===== config.mk =====
export PLATFORM = sky130hd
export DESIGN_NAME = mcu
export DESIGN_NICKNAME = d
export VERILOG_FILES = /design/src/rtl/mcu_pkg.sv /design/src/rtl/mcu_song_counter.sv /design/src/rtl/mcu.sv
export SDC_FILE = /design/constraint.sdc
export NUM_CORES = 1
export LEC_CHECK = 0
export CAP_MARGIN = 20
export CORE_AREA = 2 2 39 41
export CTS_CLUSTER_SIZE = 40
export DETAILED_ROUTE_END_ITERATION = 10
export DIE_AREA = 0 0 41 43
export SLEW_MARGIN = 40
export SYNTH_ARGS = -nofsm -noshare
export SYNTH_HDL_FRONTEND = slang
export SYNTH_SLANG_ARGS = --single-unit

===== constraint.sdc =====
create_clock -name clk -period 0.9 [get_ports clk]
set_input_delay 0.18 -clock clk [delete_from_list [all_inputs] [get_ports clk]]
set_output_delay 0.18 -clock clk [all_outputs]
set_load 0.03 [all_outputs]

===== src/rtl/mcu_pkg.sv =====
// Shared definitions for the music-player controller: FSM state encoding
// and the default song-index width.
package mcu_pkg;

  // Controller states; ADVANCE lasts one cycle while the next song is loaded.
  typedef enum logic [1:0] {
    PAUSED  = 2'd0,
    PLAYING = 2'd1,
    ADVANCE = 2'd2
  } state_t;

  // Default width of the song index (2^width songs).
  localparam int MCU_SONG_W_DEFAULT = 2;

endpackage


===== src/rtl/mcu_song_counter.sv =====
// Song index register. Increments by one on inc and wraps naturally at
// 2^SONG_W; cleared by synchronous reset.
module mcu_song_counter #(
  parameter int SONG_W = 2
) (
  input  logic              clk,
  input  logic              reset,
  input  logic              inc,
  output logic [SONG_W-1:0] song
);

  logic [SONG_W-1:0] r_song;

  // Song index: clear on reset, step (with wrap) on each advance request.
  always_ff @(posedge clk) begin
    if (reset) begin
      r_song <= '0;
    end else if (inc) begin
      r_song <= r_song + SONG_W'(1);
    end
  end

  assign song = r_song;

endmodule


===== src/rtl/mcu.sv =====
// Music-player controller top. Three-state FSM (PAUSED / PLAYING / ADVANCE)
// with fully registered outputs; the song index lives in mcu_song_counter.
// Optional feature macro: MCU_AUTOPLAY_EN -- when defined, a song_done
// arriving while PLAYING resumes playback after the one-cycle ADVANCE.
module mcu
  import mcu_pkg::*;
#(
  parameter int SONG_W = MCU_SONG_W_DEFAULT
) (
  input  logic              clk,
  input  logic              reset,
  input  logic              play_button,
  input  logic              next_button,
  input  logic              song_done,
  output logic              play,
  output logic              reset_player,
  output logic [SONG_W-1:0] song
);

  state_t r_state;
  state_t w_state_next;
  logic   w_adv;
  logic   r_play;
  logic   r_reset_player;
`ifdef MCU_AUTOPLAY_EN
  // Set when the current ADVANCE came from song_done while PLAYING.
  logic   r_resume;
  logic   w_resume_next;
`endif

  // Any skip request (explicit or end-of-song) starts an advance.
  assign w_adv = next_button | song_done;

  // Next-state logic; priority next_button > song_done > play_button is
  // implicit in the if/else order, and losers are simply dropped.
  always_comb begin
    w_state_next = r_state;
`ifdef MCU_AUTOPLAY_EN
    w_resume_next = 1'b0;
`endif
    if (w_adv) begin
      w_state_next = ADVANCE;
`ifdef MCU_AUTOPLAY_EN
      // Only an end-of-song from PLAYING resumes; a manual skip never does.
      w_resume_next = song_done & ~next_button & (r_state == PLAYING);
`endif
    end else if (play_button) begin
      w_state_next = (r_state == PLAYING) ? PAUSED : PLAYING;
    end else if (r_state == ADVANCE) begin
`ifdef MCU_AUTOPLAY_EN
      w_state_next = r_resume ? PLAYING : PAUSED;
`else
      w_state_next = PAUSED;
`endif
    end else if (r_state != PAUSED && r_state != PLAYING) begin
      // Unused encoding recovers to a safe idle state.
      w_state_next = PAUSED;
    end
  end

  // State and output registers; outputs are decoded from the next state so
  // they change on the same edge that samples the request.
  always_ff @(posedge clk) begin
    if (reset) begin
      r_state        <= PAUSED;
      r_play         <= 1'b0;
      r_reset_player <= 1'b0;
    end else begin
      r_state        <= w_state_next;
      r_play         <= (w_state_next == PLAYING);
      r_reset_player <= (w_state_next == ADVANCE);
    end
  end

`ifdef MCU_AUTOPLAY_EN
  // Remember whether the pending ADVANCE should hand back to PLAYING.
  always_ff @(posedge clk) begin
    if (reset) begin
      r_resume <= 1'b0;
    end else begin
      r_resume <= w_resume_next;
    end
  end
`endif

  mcu_song_counter #(
    .SONG_W(SONG_W)
  ) u_song_counter (
    .clk  (clk),
    .reset(reset),
    .inc  (w_adv),
    .song (song)
  );

  assign play         = r_play;
  assign reset_player = r_reset_player;

endmodule


Yosys cells after proc, flatten, opt, wreduce, memory -nomap -nowiden. Index checks and enable logic that the tools add are counted.

Flip-flop bits (word level): 6. Bits of input ports: 5.

$add $sub $neg: 1. Equal/unequal tests: 5. Multiplexer cells: 5. Bitwise operators: 1. Reductions and logical operators: 2.

Operators by type and width (number): two-way mux 2 bit (4); equality test 2 x 1 -> 1 bit (second input constant) (2); equality test 2 bit (second input constant) (2); adder 2 x 1 -> 2 bit (second input constant) (1); != test 2 x 1 -> 1 bit (second input constant) (1); nonzero test 2 bit (1); logical AND 1 bit (1); two-way mux 1 bit (1); OR 1 bit (1).

Depth between registers and ports, before layout.
Depth after elaboration: 7. Gate-level depth with buffers: 3.

Hierarchy. Synthesis repeated with hierarchy kept, for this count alone.

Cell total of the unflattened synthesis: 19. Area, all modules: 207.7 µm².

Modules (own cells, without submodules): mcu (instances 1, cells an instance 12, area each 128.9 µm², sequential area each 80.1 µm²); mcu_song_counter (instances 1, cells an instance 7, area each 78.8 µm², sequential area each 40.0 µm²).

Worst setup path before layout. No wires, ideal clock.

Kind: reg2reg. From: register u_song_counter.r_song[0] (netlist: u_song_counter.song[0]). To: register u_song_counter.r_song[1] (netlist: u_song_counter.song[1]). Data arrival time: 0.859 ns. Data required time: 0.785 ns. Slack: -0.073 ns. Cell stages (with the launch flop): 4. Path buffers: 0. Clock period less this slack: 0.973 ns. Cell sequence: dfxtp_1 > o21ai_0 > xor2_1 > nor2_1.

Longest elaborated chain between the ends: 1.

RTL lines: start: declaration (RTL line mcu_song_counter.sv:12) `logic [SONG_W-1:0] r_song;`; start signal: assignment (RTL line mcu_song_counter.sv:19) `r_song <= r_song + SONG_W'(1);`; adder 2 x 1 -> 2 bit (RTL line mcu_song_counter.sv:19).

No other way between the ends. A chain may end at the register's enable or synchronous reset.

Worst setup path in the final report.
From: register u_song_counter.r_song[0] (netlist: u_song_counter.song[0]). To: output song[0].

RTL lines: end: declaration (RTL line mcu.sv:17) `output logic [SONG_W-1:0] song`.

No word-level cell between the ends.

==> impl_metrics.sql <==
INSERT INTO impl_metrics (metric_group, metric, value, unit) VALUES
('critical_path', 'critical_path_cell_by_cell', 'buf_6', ''),
('cells_and_area', 'antenna_cells', '0', ''),
('cells_and_area', 'layout.cells.most_common_list', '4 x sky130_fd_sc_hd__nor2_1, 4 x sky130_fd_sc_hd__buf_4, 4 x sky130_fd_sc_hd__dfxtp_1', ''),
('grt', 'groute.usage.overall', '5.02', '%'),
('floorplanning', 'fp.dieH', '43', 'um'),
('floorplanning', 'area_of_the_die', '1760', 'um2'),
('yosys', 'post_synthesis_sequential_area_ratio', '61.1', '%'),
('clock_tree', 'clockBufferDepth', '2', ''),
('grt', 'antenna_violations_before_repair', '0', ''),
('floorplanning', 'placement_rows', '14', ''),
('critical_path', 'endpoint_kind_of_the_worst_setup_timing_path', 'output pin', ''),
('timing', 'drv_slew', '0', ''),
('placed_design', 'io_buffers', '8', ''),
('critical_path', 'arrival', '0.72', 'ns'),
('clock_tree', 'cts_tree', 'yes', ''),
('critical_path', 'timing.critical_path.required', '0.72', 'ns'),
('critical_path', 'timing.setup.critical_path_class', 'reg -> out', ''),
('yosys', 'synth.yosys.warnings', '0', ''),
('grt', 'grt_overflow', '0', ''),
('job', 'cap_violations', '0', ''),
('clock_tree', 'cts-root-buf', 'sky130_fd_sc_hd__clkbuf_4', ''),
('floorplanning', 'coreArea', '1380', 'um2'),
('clock_tree', 'cts_hold_buf', '0', ''),
('cells_and_area', 'fillers', '155', ''),
('cells_and_area', 'area_growth', '73.9', '%'),
('critical_path', 'worst_path_largest_cell_delay', '0.35', 'ns'),
('grt', 'first_global_vias', '130', ''),
('clock_tree', 'h-tree-depth', '1', ''),
('critical_path', 'worstPathMaxFanout', '3', ''),
('timing', 'min_period_over_period', '100', '%'),
('pwr', 'p_per_area', '1980', 'nW/um2'),
('floorplanning', 'fp.dieW', '41', 'um'),
('cells_and_area', 'num-nets-final', '38', ''),
('critical_path', 'path_buf_inv', '1', ''),
('routing', 'detail_route.drc_violations', '0', ''),
('placed_design', 'gp_routability_congestion', '0.587', ''),
('yosys', 'syn-instance-count', '18', ''),
('grt', 'grt_max_degree', '7', ''),
('critical_path', 'crit_slowest_cell', 'sky130_fd_sc_hd__dfxtp_2', ''),
('yosys', 'synth.cell_area', '196', 'um2'),
('status', 'failed_checks', 'negative setup slack', ''),
('placed_design', 'place_ws', '-0.308', 'ns'),
('yosys', 'avgSynthCellArea', '10.9', 'um2'),
('timing', 'relSlewSlack', '83.3', '%'),
('critical_path', 'cp-start-kind', 'flop', ''),
('timing', 'min_period', '0.900', 'ns'),
('clock_tree', 'tritoncts.num_buffers', '3', ''),
('pwr', 'ir_drop', '0.371', 'mV'),
('critical_path', 'cp_top_delay_family', 'flip-flops', ''),
('grt', 'grt_pass1_wl', '496', 'um'),
('routing', 'wirelength', '385', 'um'),
('pwr', 'power.leakage', '0.000158', 'uW'),
('routing', 'dr.first_iter.drc_count', '2', ''),
('routing', 'detailroute.via_count', '177', ''),
('yosys', 'yosys.cell_types.count', '7', ''),
('timing', 'max_freq', '1.11', 'GHz'),
('clock_tree', 'clk_pin_slew', '0.04', 'ns'),
('yosys', 'ys_ff_latch', '6', ''),
('timing', 'timing_worst_slew_pin_value', '0.248', 'ns'),
('clock_tree', 'source_to_sink_clock_delay_at_the_later_pin_of_the_worst_skew_pair', '0.24', 'ns'),
('status', 'run_status', 'complete, but fails checks', ''),
('cells_and_area', 'drive_above_1_share', '41.9', '%'),
('routing', 'drt_pass1_iterations', '3', ''),
('routing', 'vias_per_cell', '3.77', ''),
('routing', 'ant_nets', '0', ''),
('hold_path', 'hold_path_class', 'in -> reg', ''),
('routing', 'post_drt_wl_per_cell', '8.19', 'um'),
('floorplanning', 'initial_utilization', '14.2', '%'),
('timing', 'setup_viol', '1', ''),
('yosys', 'mappedNetlistNets', '23', ''),
('floorplanning', 'pin_count', '9', ''),
('timing', 'unrepaired_setup_endpoints_after_global_routing', 'yes', ''),
('timing', 'setup_tns', '-0.000204', 'ns'),
('timing', 'report.final.hold_viol_count', '0', ''),
('timing', 'fin_ws', '-0.000204', 'ns'),
('clock_tree', 'cts.sink_count', '6', ''),
('timing', 'skew', '0.000102', 'ns');
-- flip-flops by register name (all words and copies together), names as in the netlist --
register             cells
play                     1
r_state                  2
reset_player             1
u_song_counter.song      2
-- timing repair --
item	in CTS	in global routing
setup endpoints to repair	4	6
resized for setup	4	3
pin swaps	0	1
setup buffers	0	1
-- Yosys cell counts (all sizes together) --
cell   n  share of area [%]
nor2   5                9.6
xor2   2                8.9
o21ai  1                2.5
xnor2  1                4.5
dfxtp  6                 61
nor4   2                6.4
nor2b  1                7.0
-- area by class of cell --
type                            instances  area, um2  share of cell area, %
Sequential cell                         6        123                   35.9
Timing Repair Buffer                   10       97.6                   28.6
Multi-Input combinational cell         12       78.8                   23.1
Clock buffer                            3       22.5                   6.59
Tap cell                               16       20.0                   5.86
-- per-layer routing --
layer  share of wire [%]  global-route usage (%)  wire, um
met4                 2.9                    6.00        11
met2                  47                    5.00       180
met3                  13                    4.71        51
met1                  37                    5.13       142
met5                   0                       0         0
-- through the flow --
stage | utilization [%] | instance area (um2) | power [uW] | hold WS [ns] | std cells
final | 24.7 | 342 | 675 | 0.231 | 47
after global placement | 21.3 | 295 | 419 | 0.507 | 43
after floorplan | - | 198 | 362 | 0.245 | 18
after CTS | 23.6 | 327 | 675 | 0.515 | 46
after detailed placement | 21.3 | 295 | 418 | 0.502 | 43
after global routing | 24.7 | 342 | 702 | 0.266 | 47
-- path summary, 6_finish.rpt --
| kind | start | to | slack [ns] | depth (start not counted) |
|---|---|---|---|---|
| setup / recovery | u_song_counter.song[0] | song[0] | -0.0002 | 1 |
| hold / removal | next_button | play | 0.23 | 2 |
| setup reg to reg | r_state[0] | r_state[0] | 0.07 | 3 |
| hold reg to reg | u_song_counter.song[0] | u_song_counter.song[0] | 0.52 | 2 |
-- where the power goes --
group / total, uW / switching [uW] / internal [uW] / leakage (uW)
combinational: 129 / 63.2 / 65.8 / 0.0000935
clock: 244 / 93.1 / 151 / 0.0000138
sequential: 302 / 12.9 / 289 / 0.0000503
-- cells by family after synthesis --
logic type	count (synthesis)	synth area share [%]
AND/OR/NAND/NOR	8	22.9
AO/OA/AOI/OAI	1	2.55
flip-flops	6	61.1
XOR/XNOR	3	13.4
(Power assumes the default switching activity.)
==> variant: new RTL, config.mk and constraints unchanged <==
Set the package constant `MCU_SONG_W_DEFAULT` to 4 (it was 2).
--- a/src/rtl/mcu_pkg.sv
+++ b/src/rtl/mcu_pkg.sv
@@ -10,7 +10,7 @@
   } state_t;
 
   // Default width of the song index (2^width songs).
-  localparam int MCU_SONG_W_DEFAULT = 2;
+  localparam int MCU_SONG_W_DEFAULT = 4;
 
 endpackage
 
Interface: changed (resized song); port bits go from 9 to 11. No check against the original RTL was run, so the function may have changed too.
==> variant against the unedited design <==
  * The flow still finishes with violations (negative setup slack)
  * Worst setup slack worse by 0.13 ns
  * Area after synthesis up 44%
  * Power rose by 33%
  * Design area rose by 61%
  * Wire length is 63% higher
  * Clock skew about the same
  * Sequential cell count up 2
  * Critical path type unchanged
  * Critical endpoint unchanged
  * Largest cell class is now buffers
  * Highest routed layer unchanged
==> variant: results (changes against the unedited design) <==
- IO buf count: 10 (was 8)
- Clk slew on worst S/H paths: 0.06 ns (was 0.04 ns)
- Post_cts resized: 9 (was 4)
- Flop pwr share: 44.2% (was 44.8%)
- Drt initial violations: 2 (unchanged)
- DRT met1 WL: 266 um (was 142 um)
- Dpl ws: -0.365 ns (was -0.308 ns)
- Slowest CP cell: dfxtp_4 (was dfxtp_2)
- Post-layout nets: 60 (was 38)
- Worst reg2reg setup slack: -0.09 ns (was 0.07 ns)
- Final setup viols: 5 (was 1)
- Met2 Resource Use GR: 11.6% (was 5.00%)
- Iteration count of the initial detailed-routing pass: 5 (was 3)
- Seq pwr: 395 uW (was 302 uW)
- Metal3 WL: 34 um (was 51 um)
- Vias in the first global route: 271 (was 130)
- Fillers: 150 (was 155)
- Post-synth cell types: 14 (was 7)
- Failing checks: negative setup slack (unchanged)
- Static Leak: 0.236 nW (was 0.158 nW)
- Worst Skew: 0.000396 ns (was 0.000102 ns)
- Synth top cells by count: 8 x dfxtp_1, 4 x nor2_1, 3 x o21ai_0 (was 6 x dfxtp_1, 5 x nor2_1, 2 x nor4_1, 2 x xor2_1)
- HP Start: song_done (was next_button)
- Hold Path Class: primary input to flop (unchanged)
- Post-Route WL: 626 um (was 385 um)
- Hold WS: 0.384 ns (was 0.231 ns)
- Post-CTS setup buffer count: 4 (was 0)
- Largest net degree at the start of global routing: 6 (was 7)
- TNS Setup: -0.373 ns (was -0.000204 ns)
- Synth Area in XOR/XNOR: 9.29% (was 13.4%)
- Avg Cell Area, Syn: 9.75 um^2 (was 10.9 um^2)
- Worst Slack Setup Final: -0.126 ns (was -0.000204 ns)
- Synth top area share: 56.6% (was 61.1%)
- Status: complete, but fails checks (unchanged)
- Synth area leaders: dfxtp_1 57%, xor2_1 6.2%, o21ai_0 5.3% (was dfxtp_1 61%, nor2_1 9.6%, xor2_1 8.9%)
- Hold depth: 3 (was 2)
- Vias per cell: 4.10 (was 3.77)
- Internal: 660 uW (was 506 uW)
- FF-to-FF path depth: 4 (was 3)
- Peak VDD IR: 0.766 mV (was 0.371 mV)
- Arrival time at the worst endpoint: 0.85 ns (was 0.72 ns)
- Reg2reg start: u_song_counter.song[2] (was r_state[0])
- Total global-route track usage: 8.96% (was 5.02%)
- Layout cell share with drive strength beyond 1: 56.6% (was 41.9%)
- Post-synthesis compound-gate area fraction: 8.85% (was 2.55%)
- Measured slew at the worst slew-check pin: 0.218 ns (was 0.248 ns)
- Reg2reg end: u_song_counter.song[3] (was r_state[0])
- First-pass GRT wire length: 979 um (was 496 um)
- DP Area: 460 um^2 (was 295 um^2)
- WL met2: 316 um (was 180 um)
- Clock power frac: 33.2% (was 36.1%)
- Fraction of the yosys area taken by sequential cells: 56.6% (was 61.1%)
- Synth Area in Adders: 4.42% (was 0%)
- GRT met1 Usage: 10.1% (was 5.13%)
- RD Place Congestion: 0.744 (was 0.587)
- Initial antenna violation count: 0 (unchanged)
- Finished Layout Cells: 69 (was 47)
- Syn Nets: 35 (was 23)
- Placed cells: 61 (was 43)
[variant: cell types whose count changed after synthesis]
cell,unedited run,this run
a21oi_1,0,2
dfxtp_1,6,8
nor2_1,5,4
nand3_1,0,1
ha_1,0,1
buf_1,0,1
nor2_2,0,1
o21ai_0,1,3
or3_1,0,1
nand2_1,0,1
nor2b_1,0,1
nor2b_4,1,0
[variant: worst max-delay path by stage]
stage,endpoint,cells past startpoint,startpoint,slack (ns)
floorplan,u_song_counter.song[3],3,u_song_counter.song[1],-0.05
global placement,u_song_counter.song[3],4,song_done,-0.35
detailed placement,u_song_counter.song[3],4,song_done,-0.37
CTS,song[0],2,u_song_counter.song[0],-0.14
global route,u_song_counter.song[3],4,u_song_counter.song[0],-0.16
finish,song[0],2,u_song_counter.song[0],-0.13
[variant: area by class of cell]
class / instances / area [um^2] / area share [%]
repair buffers: 21 / 199 / 36.1
flip-flops and latches: 8 / 175 / 31.8
multi-input cells: 20 / 130 / 23.6
clock buffers: 4 / 26.3 / 4.77
well taps: 16 / 20.0 / 3.64
